===== src/rtl/instruction_fetch_stage.sv =====
`default_nettype none
// ============================================================================
// Module      : instruction_fetch_stage
// Description : RV64 fetch stage. Holds the PC, addresses a combinational
//               instruction memory and captures the returned word plus its
//               PC into the IF/ID register. Handles PC+4, EX redirect
//               (flush), hazard stall and reset.
//               Optional macro FETCH_BOUNDS_CHECK_EN enables an out-of-range
//               fetch check with a sticky fetch_fault flag.
// Revision    : 1.0 - initial release
// ============================================================================
module instruction_fetch_stage #(
    parameter logic [63:0] RESET_PC   = 64'h0,
    parameter int unsigned IMEM_BYTES = 148,
    parameter logic [31:0] NOP_INSTR  = 32'h0000_0013
) (
    input  logic        clk,
    input  logic        reset,
    input  logic        stall,
    input  logic        redirect,
    input  logic [63:0] redirect_target,
    output logic [63:0] inst_address,
    input  logic [31:0] instruction_in,
    output logic [63:0] pc,
    output logic [63:0] if_id_pc,
    output logic [31:0] if_id_instr,
    output logic        if_id_valid,
    output logic        fetch_fault
);

`ifdef FETCH_BOUNDS_CHECK_EN
    localparam logic c_BOUNDS_CHECK_EN = 1'b1;
`else
    localparam logic c_BOUNDS_CHECK_EN = 1'b0;
`endif

    // Highest byte address at which a full 32-bit word still fits in memory.
    localparam logic [63:0] c_IMEM_LAST = 64'(IMEM_BYTES) - 64'd4;

    logic [63:0] r_pc;
    logic [63:0] r_if_id_pc;
    logic [31:0] r_if_id_instr;
    logic        r_if_id_valid;
    logic        r_fetch_fault;

    logic [63:0] w_target;
    logic        w_pc_out_of_range;
    logic        w_target_out_of_range;

    // Targets are word aligned; low two bits are simply discarded.
    assign w_target = {redirect_target[63:2], 2'b00};

    // Range checks collapse to constant 0 when the bounds check is compiled out.
    assign w_pc_out_of_range     = c_BOUNDS_CHECK_EN && (r_pc > c_IMEM_LAST);
    assign w_target_out_of_range = c_BOUNDS_CHECK_EN && (w_target > c_IMEM_LAST);

    // PC and IF/ID register update: reset > redirect > out-of-range > stall > normal.
    always_ff @(posedge clk) begin
        if (reset) begin
            r_pc          <= RESET_PC;
            r_if_id_pc    <= 64'h0;
            r_if_id_instr <= NOP_INSTR;
            r_if_id_valid <= 1'b0;
            r_fetch_fault <= 1'b0;
        end else if (redirect) begin
            // Flush the wrong-path word; range of the new target is judged next cycle,
            // but an in-range target already clears a pending fault.
            r_pc          <= w_target;
            r_if_id_pc    <= r_pc;
            r_if_id_instr <= NOP_INSTR;
            r_if_id_valid <= 1'b0;
            r_fetch_fault <= r_fetch_fault & w_target_out_of_range;
        end else if (w_pc_out_of_range) begin
            // Park on the bad PC and keep feeding bubbles until redirected.
            r_pc          <= r_pc;
            r_if_id_pc    <= r_pc;
            r_if_id_instr <= NOP_INSTR;
            r_if_id_valid <= 1'b0;
            r_fetch_fault <= 1'b1;
        end else if (stall) begin
            r_pc          <= r_pc;
            r_if_id_pc    <= r_if_id_pc;
            r_if_id_instr <= r_if_id_instr;
            r_if_id_valid <= r_if_id_valid;
            r_fetch_fault <= r_fetch_fault;
        end else begin
            r_pc          <= r_pc + 64'd4;
            r_if_id_pc    <= r_pc;
            r_if_id_instr <= instruction_in;
            r_if_id_valid <= 1'b1;
            r_fetch_fault <= r_fetch_fault;
        end
    end

    // Memory address comes straight from the PC register, never from control inputs.
    assign inst_address = r_pc;
    assign pc           = r_pc;
    assign if_id_pc     = r_if_id_pc;
    assign if_id_instr  = r_if_id_instr;
    assign if_id_valid  = r_if_id_valid;
    assign fetch_fault  = r_fetch_fault;

endmodule
`default_nettype wire

===== config.mk =====
export PLATFORM = sky130hd
export DESIGN_NAME = instruction_fetch_stage
export DESIGN_NICKNAME = d
export VERILOG_FILES = /design/src/rtl/instruction_fetch_stage.sv
export SDC_FILE = /design/constraint.sdc
export NUM_CORES = 1
export LEC_CHECK = 0
export BUFFER_PORTS_ARGS = -buffer_cell sky130_fd_sc_hd__buf_2
export CAP_MARGIN = 15
export CORE_MARGIN = 5
export CORE_UTILIZATION = 48
export CTS_CLUSTER_DIAMETER = 200
export DETAILED_ROUTE_END_ITERATION = 10
export PLACE_DENSITY = 0.8
export SETUP_SLACK_MARGIN = 0.1
export SYNTH_ARGS = -nofsm -noshare
export SYNTH_HDL_FRONTEND = slang
export SYNTH_SLANG_ARGS = --single-unit

===== constraint.sdc =====
create_clock -name clk -period 2.8 [get_ports clk]
set_clock_uncertainty 0.15 [all_clocks]
set_input_delay 0.28 -clock clk [delete_from_list [all_inputs] [get_ports clk]]
set_output_delay 0.28 -clock clk [all_outputs]
set_load 0.01 [all_outputs]

==> results of run 1 <==
## layout by cell type (no fill, tap or decap), types with 8 or more instances in the layout
cell type / Yosys / final
nor4_1: 9 / 9
inv_1: 10 / 10
and3_1: 8 / 8
nand3_1: 15 / 15
clkbuf_16: 0 / 17
or3_1: 17 / 17
xnor2_1: 20 / 20
nand2_1: 161 / 160
dfxtp_1: 157 / 157
a211oi_1: 25 / 25
buf_2: 2 / 315
dlygate4sd3_1: 0 / 87
a311oi_1: 23 / 23
o21ai_0: 14 / 14
o31ai_1: 10 / 10
or4_1: 13 / 13
xor2_1: 11 / 11
buf_4: 70 / 45
mux2i_1: 36 / 36
a21oi_1: 70 / 70
nor2_1: 98 / 98
nand4_1: 24 / 24
## power breakdown
part	internal (W)	switching (W)
Sequential	0.00236	0.000115
Clock	0.00161	0.000952
Combinational	0.000415	0.000492
Total	0.00438	0.00156
## logic make-up after synthesis
family	after synthesis	synth area share, %
flip-flops	157	41.9
buffers and inverters	136	11.0
AO/OA/AOI/OAI	155	13.2
multiplexers	36	4.80
adder cells (fa/ha/maj)	1	0.167
other	1	0.0500
AND/OR/NAND/NOR	386	25.3
XOR/XNOR	31	3.62
## Yosys cell counts (2+ instances only)
library cell / number
nand2_1: 161
dfxtp_1: 157
nor2_1: 98
a21oi_1: 70
buf_4: 70
clkbuf_1: 42
mux2i_1: 36
a211oi_1: 25
nand4_1: 24
a311oi_1: 23
xnor2_1: 20
or3_1: 17
nand3_1: 15
o21ai_0: 14
or4_1: 13
xor2_1: 11
inv_1: 10
o31ai_1: 10
nor4_1: 9
and3_1: 8
nor3_1: 7
buf_1: 5
clkbuf_8: 4
and4_1: 3
nor2b_1: 3
nor4_4: 3
o31a_1: 3
or2_2: 3
and2_1: 2
and4_2: 2
buf_2: 2
nand2b_1: 2
nand4_2: 2
o21bai_1: 2
## registers in the layout, summed over array words and instances, names as in the netlist
register and cells:
if_id_pc 62, inst_address 62, if_id_valid 1, if_id_instr 32
## worst max-delay path, delay by kind of cell, from the launching register on
kind               cells  cell delay, ns
and+or+nand+nor        4            1.66
DFF                    1            0.48
AOI/OAI and AO/OA      1            0.13
## through the flow
step / hold slack [ns] / util [%] / cells / instance area (um2)
6_report: 0.0207 / 68.9 / 1478 / 10500
5_1_grt: 0.0163 / 68.9 / 1476 / 10500
4_1_cts: 0.00297 / 68.7 / 1474 / 10500
3_5_place_dp: 0.290 / 58.7 / 1355 / 8960
3_3_place_gp: 0.284 / 58.7 / 1355 / 8960
2_1_floorplan: 0.254 / - / 909 / 7520
## area by class of cell
type	instances	area share, %
antenna	2	0.0476
clock buffer	19	4.21
clock inverter	13	2.02
inverter	11	0.405
multi-input combinational	616	34.0
sequential	157	29.9
tap	211	2.51
timing repair buffer	449	26.9
## final timing paths
kind / end / startpoint / depth (start not counted)
max: inst_address[57] / inst_address[9] / 5
min: inst_address[53] / redirect_target[53] / 3
max reg2reg: inst_address[57] / inst_address[9] / 5
min reg2reg: if_id_pc[45] / if_id_pc[45] / 2
## metal layers
metal,wire length [um],global-route usage (%),share of wire (%)
met4,808,11.7,3.1
met3,2050,6.67,7.9
met5,0,0,0
met1,10300,32.5,40
met2,12800,47.1,49
## what timing repair did
action / in CTS / in global routing
buffers inserted: 0 / 2
hold buffers: 87 / 0
endpoints found under the setup margin: 0 / 12
endpoints found under the hold margin: 87 / 0
resized for setup: 0 / 1
==> reports/metrics.csv, run 1 <==
stage;metric;value;unit
cts;number of buffers created by CTS;17;
die;Initial Utilization;49.2;%
die;chip height;135;um
yosys;Synth cell types;61;
yosys;Synth warnings;0;
setup_path;critical path launch point type;register;
pwr;Max IR drop VDD;0.366;mV
yosys;area leader, netlist;dfxtp_1;
global_route;grt ovf;0;
setup_path;Crit path arrival time;2.68;ns
setup_path;data required time of the worst path;2.95;ns
yosys;Synth top area share;41.9;%
final_layout;share of cells above drive strength 1;33.1;%
final_layout;area taken by multi-input logic gates;3580;um2
yosys;Synth area leaders;dfxtp_1 (42%), nand2_1 (8.1%), buf_4 (7.0%), nor2_1 (4.9%), mux2i_1 (4.8%);
global_route;gr usage total;27.3;%
setup_path;worst reg2reg setup slack;0.27;ns
cts;CTS tree;done;
final_layout;area delta synth->final;40.2;%
die;core area;15300;um2
final_layout;final net count;1353;
cts;clk slew on worst S/H paths;0.06;ns
global_route;first-pass GRT wire length;39900;um
timing;setup_tns;0;ns
setup_path;CP max stage cell;or4_1;
run_status;status;complete, no violations;
die;die width;135;um
detailed_routing;DR pass1 iterations;7;
setup_path;Cell Chain, Critical Path;nand4_1 > or4_1 > nor3_1 > a211oi_1 > or3_1;
yosys;Synth Cell Area;7500;um2
detailed_routing;vias per cell;5.40;
timing;RSZ-0062 raised after global routing;yes;
timing;final worst path period need;2.53;ns
placed_design;port bufs;316;
cts;CTS Sinks;157;
timing;Max Clk Rate;395;MHz
die;IO Count;326;
setup_path;Critical Path Max Stage Delay;0.59;ns
yosys;Yosys reg bits;157;
pwr;P per Cell Area;565;nW/um2
detailed_routing;WL final;25900;um
detailed_routing;antenna violation net count after detailed routing;0;
global_route;largest net degree at the start of global routing;64;
cts;CTS root buf;clkbuf_16;
die;Row Count;45;
placed_design;gpl congestion;0.889;
timing;period utilization;90.4;%
timing;slew at the pin with the worst max-slew slack;0.658;ns
cts;largest buffer count on any clock path;2;
final_layout;register area;3140;um2
min_path;HP Class;input port to register;
placed_design;Place WS;0.131;ns
die;Die Footprint;18200;um2
global_route;vias in the first global route;7717;
timing;max-slew violations;0;
pwr;total power;0.00594;W
detailed_routing;Vias;7978;
detailed_routing;DR WL/cell;17.5;um
pwr;Static Leak;4.77;nW
yosys;async set or reset register ratio after synthesis;0;%
timing;final setup fails;0;
timing;Rel. slew slack;56.2;%
cts;clk_lat worst skew;0.42;ns
yosys;cells after synthesis;903;
job;maxcap violations;0;
yosys;Main synth FF type;dfxtp_1;
timing;Hold Vio Cnt, Final;0;
placed_design;dpl hpwl;17600;um
cts;H-tree depth;4;
yosys;Post-synth EDFFs;0;
setup_path;WS Path Type;register to register;
detailed_routing;DR DRC count;0;
global_route;initial antenna violation count;0;
setup_path;Critical Path Fanout Max;7;
final_layout;FILL cells;1146;
setup_path;Worst setup EP type;register;
timing;worst setup margin;0.270;ns
detailed_routing;number of DRC markers in iteration 0;522;
yosys;syn_area_per_cell;8.31;um2
yosys;Seq/Total Area, Yosys;41.9;%
Power figures use the tool's default switching activity.
==> run 2: changes to the inputs <==
- HOLD_SLACK_MARGIN: unset -> 0.05
==> reports/metrics.csv, run 2 (same netlist as run 1, synthesis figures left out) <==
stage;metric;value;unit
run_status;status;complete, no violations;
die;Die Footprint;18200;um2
global_route;grt ovf;0;
timing;Rel. slew slack;56.0;%
cts;clk slew on worst S/H paths;0.07;ns
final_layout;most frequent cells in the layout;buf_2 (315), nand2_1 (160), dfxtp_1 (157);
pwr;P per Cell Area;563;nW/um2
timing;worst setup margin;0.259;ns
pwr;Max IR drop VDD;0.364;mV
placed_design;placed cell area;8960;um2
setup_path;FF-to-FF path depth;5;
die;Row Count;45;
global_route;first-pass GRT wire length;40300;um
job;maxcap violations;0;
timing;Max Clk Rate;394;MHz
die;IO Count;326;
die;chip height;135;um
final_layout;most common cell after layout, fill and taps aside;buf_2;
die;core area;15300;um2
detailed_routing;vias per cell;5.40;
setup_path;WS Path Type;register to register;
cts;CTS tree;done;
setup_path;critical path launch point type;register;
detailed_routing;number of DRC markers in iteration 0;557;
global_route;largest net degree at the start of global routing;64;
cts;CTS Sinks;157;
timing;final worst path period need;2.54;ns
placed_design;placed cells;1355;
detailed_routing;DR DRC count;0;
timing;slew at the pin with the worst max-slew slack;0.659;ns
cts;CTS root buf;clkbuf_16;
final_layout;final net count;1360;
min_path;hold depth;2;
setup_path;Critical Path Max Stage Delay;0.59;ns
pwr;Static Leak;4.80;nW
cts;largest buffer count on any clock path;2;
timing;max-slew violations;0;
cts;number of buffers created by CTS;17;
timing;Hold Vio Cnt, Final;0;
placed_design;dpl hpwl;17600;um
min_path;HP Class;input port to register;
timing;period utilization;90.7;%
setup_path;Worst setup EP type;register;
setup_path;Cell Chain, Critical Path;nand4_1 > or4_1 > nor3_1 > a211oi_1 > or3_1;
detailed_routing;Vias;8019;
timing;final setup fails;0;
setup_path;Critical Path Fanout Max;7;
cts;clk_lat worst skew;0.42;ns
global_route;initial antenna violation count;0;
final_layout;FILL cells;1133;
placed_design;Place WS;0.131;ns
setup_path;Crit path arrival time;2.69;ns
final_layout;share of cells above drive strength 1;32.9;%
final_layout;area delta synth->final;41.1;%
setup_path;data required time of the worst path;2.95;ns
timing;hold_ws;0.138;ns
final_layout;Final Instance Area;10600;um2
placed_design;gpl congestion;0.889;
setup_path;CP max stage cell;or4_1;
detailed_routing;DR pass1 iterations;5;
detailed_routing;antenna violation net count after detailed routing;0;
timing;RSZ-0062 raised after global routing;yes;
global_route;gr usage total;27.6;%
detailed_routing;DR WL/cell;17.7;um
placed_design;port bufs;316;
cts;H-tree depth;4;
timing;setup_tns;0;ns
global_route;vias in the first global route;7833;
final_layout;post-route insts no fill;1484;
die;die width;135;um
detailed_routing;WL final;26200;um
die;Initial Utilization;49.2;%
## run 2: cell count changes in the layout (fill, tap and decap cells not counted)
cell           delta
diode_2           -1
dlygate4sd3_1     +7
## run 2: critical path, delay by kind of cell, from the launching register on
kind | cells | cell delay, ns
AO/OA/AOI/OAI | 1 | 0.13
flip-flops | 1 | 0.49
AND/OR/NAND/NOR | 4 | 1.67
## run 2: layer usage
layer  routed length (um)  vias to the layer above  global-route usage, %
li1                     -                     3783                      -
met1                10300                     3769                   32.4
met2                13000                      393                   47.7
met3                 2190                       74                   6.89
met4                  807                        0                   12.3
met5                    0                        -                      0
## run 2: where the power goes
part / switching [W] / internal, W / total (W)
logic: 0.000497 / 0.000421 / 0.000919
clock network: 0.000955 / 0.00161 / 0.00257
registers: 0.000115 / 0.00236 / 0.00247
total: 0.00157 / 0.00439 / 0.00596
## run 2: worst paths after layout
check,start,endpoint,slack (ns)
setup reg to reg,inst_address[9],inst_address[57],0.26
setup / recovery,inst_address[9],inst_address[57],0.26
hold / removal,reset,if_id_pc[45],0.14
hold reg to reg,if_id_pc[16],if_id_pc[16],0.30
## run 2: per-stage QoR
step	total power (W)	util, %
final	0.00596	69.3
after floorplan	0.00300	-
after CTS	0.00597	69.2
after global placement	0.00329	58.7
after detailed placement	0.00331	58.7
after global routing	0.00618	69.3
## run 2: repair_timing
action                                  4_1_cts  5_1_grt
endpoints found under the setup margin        0       12
hold buffers                                 94        0
buffers inserted                              0        2
endpoints found under the hold margin        94        0
gates resized for setup                       0        1
## run 2: area by class of cell
class | instances | area (um2) | share of cell area [%]
antenna | 1 | 2.50 | 0.0237
sequential | 157 | 3140 | 29.7
multi-input combinational | 616 | 3580 | 33.8
clock buffer | 19 | 443 | 4.19
inverter | 11 | 42.5 | 0.402
timing repair buffer | 456 | 2900 | 27.4
clock inverter | 13 | 213 | 2.01
tap | 211 | 264 | 2.50
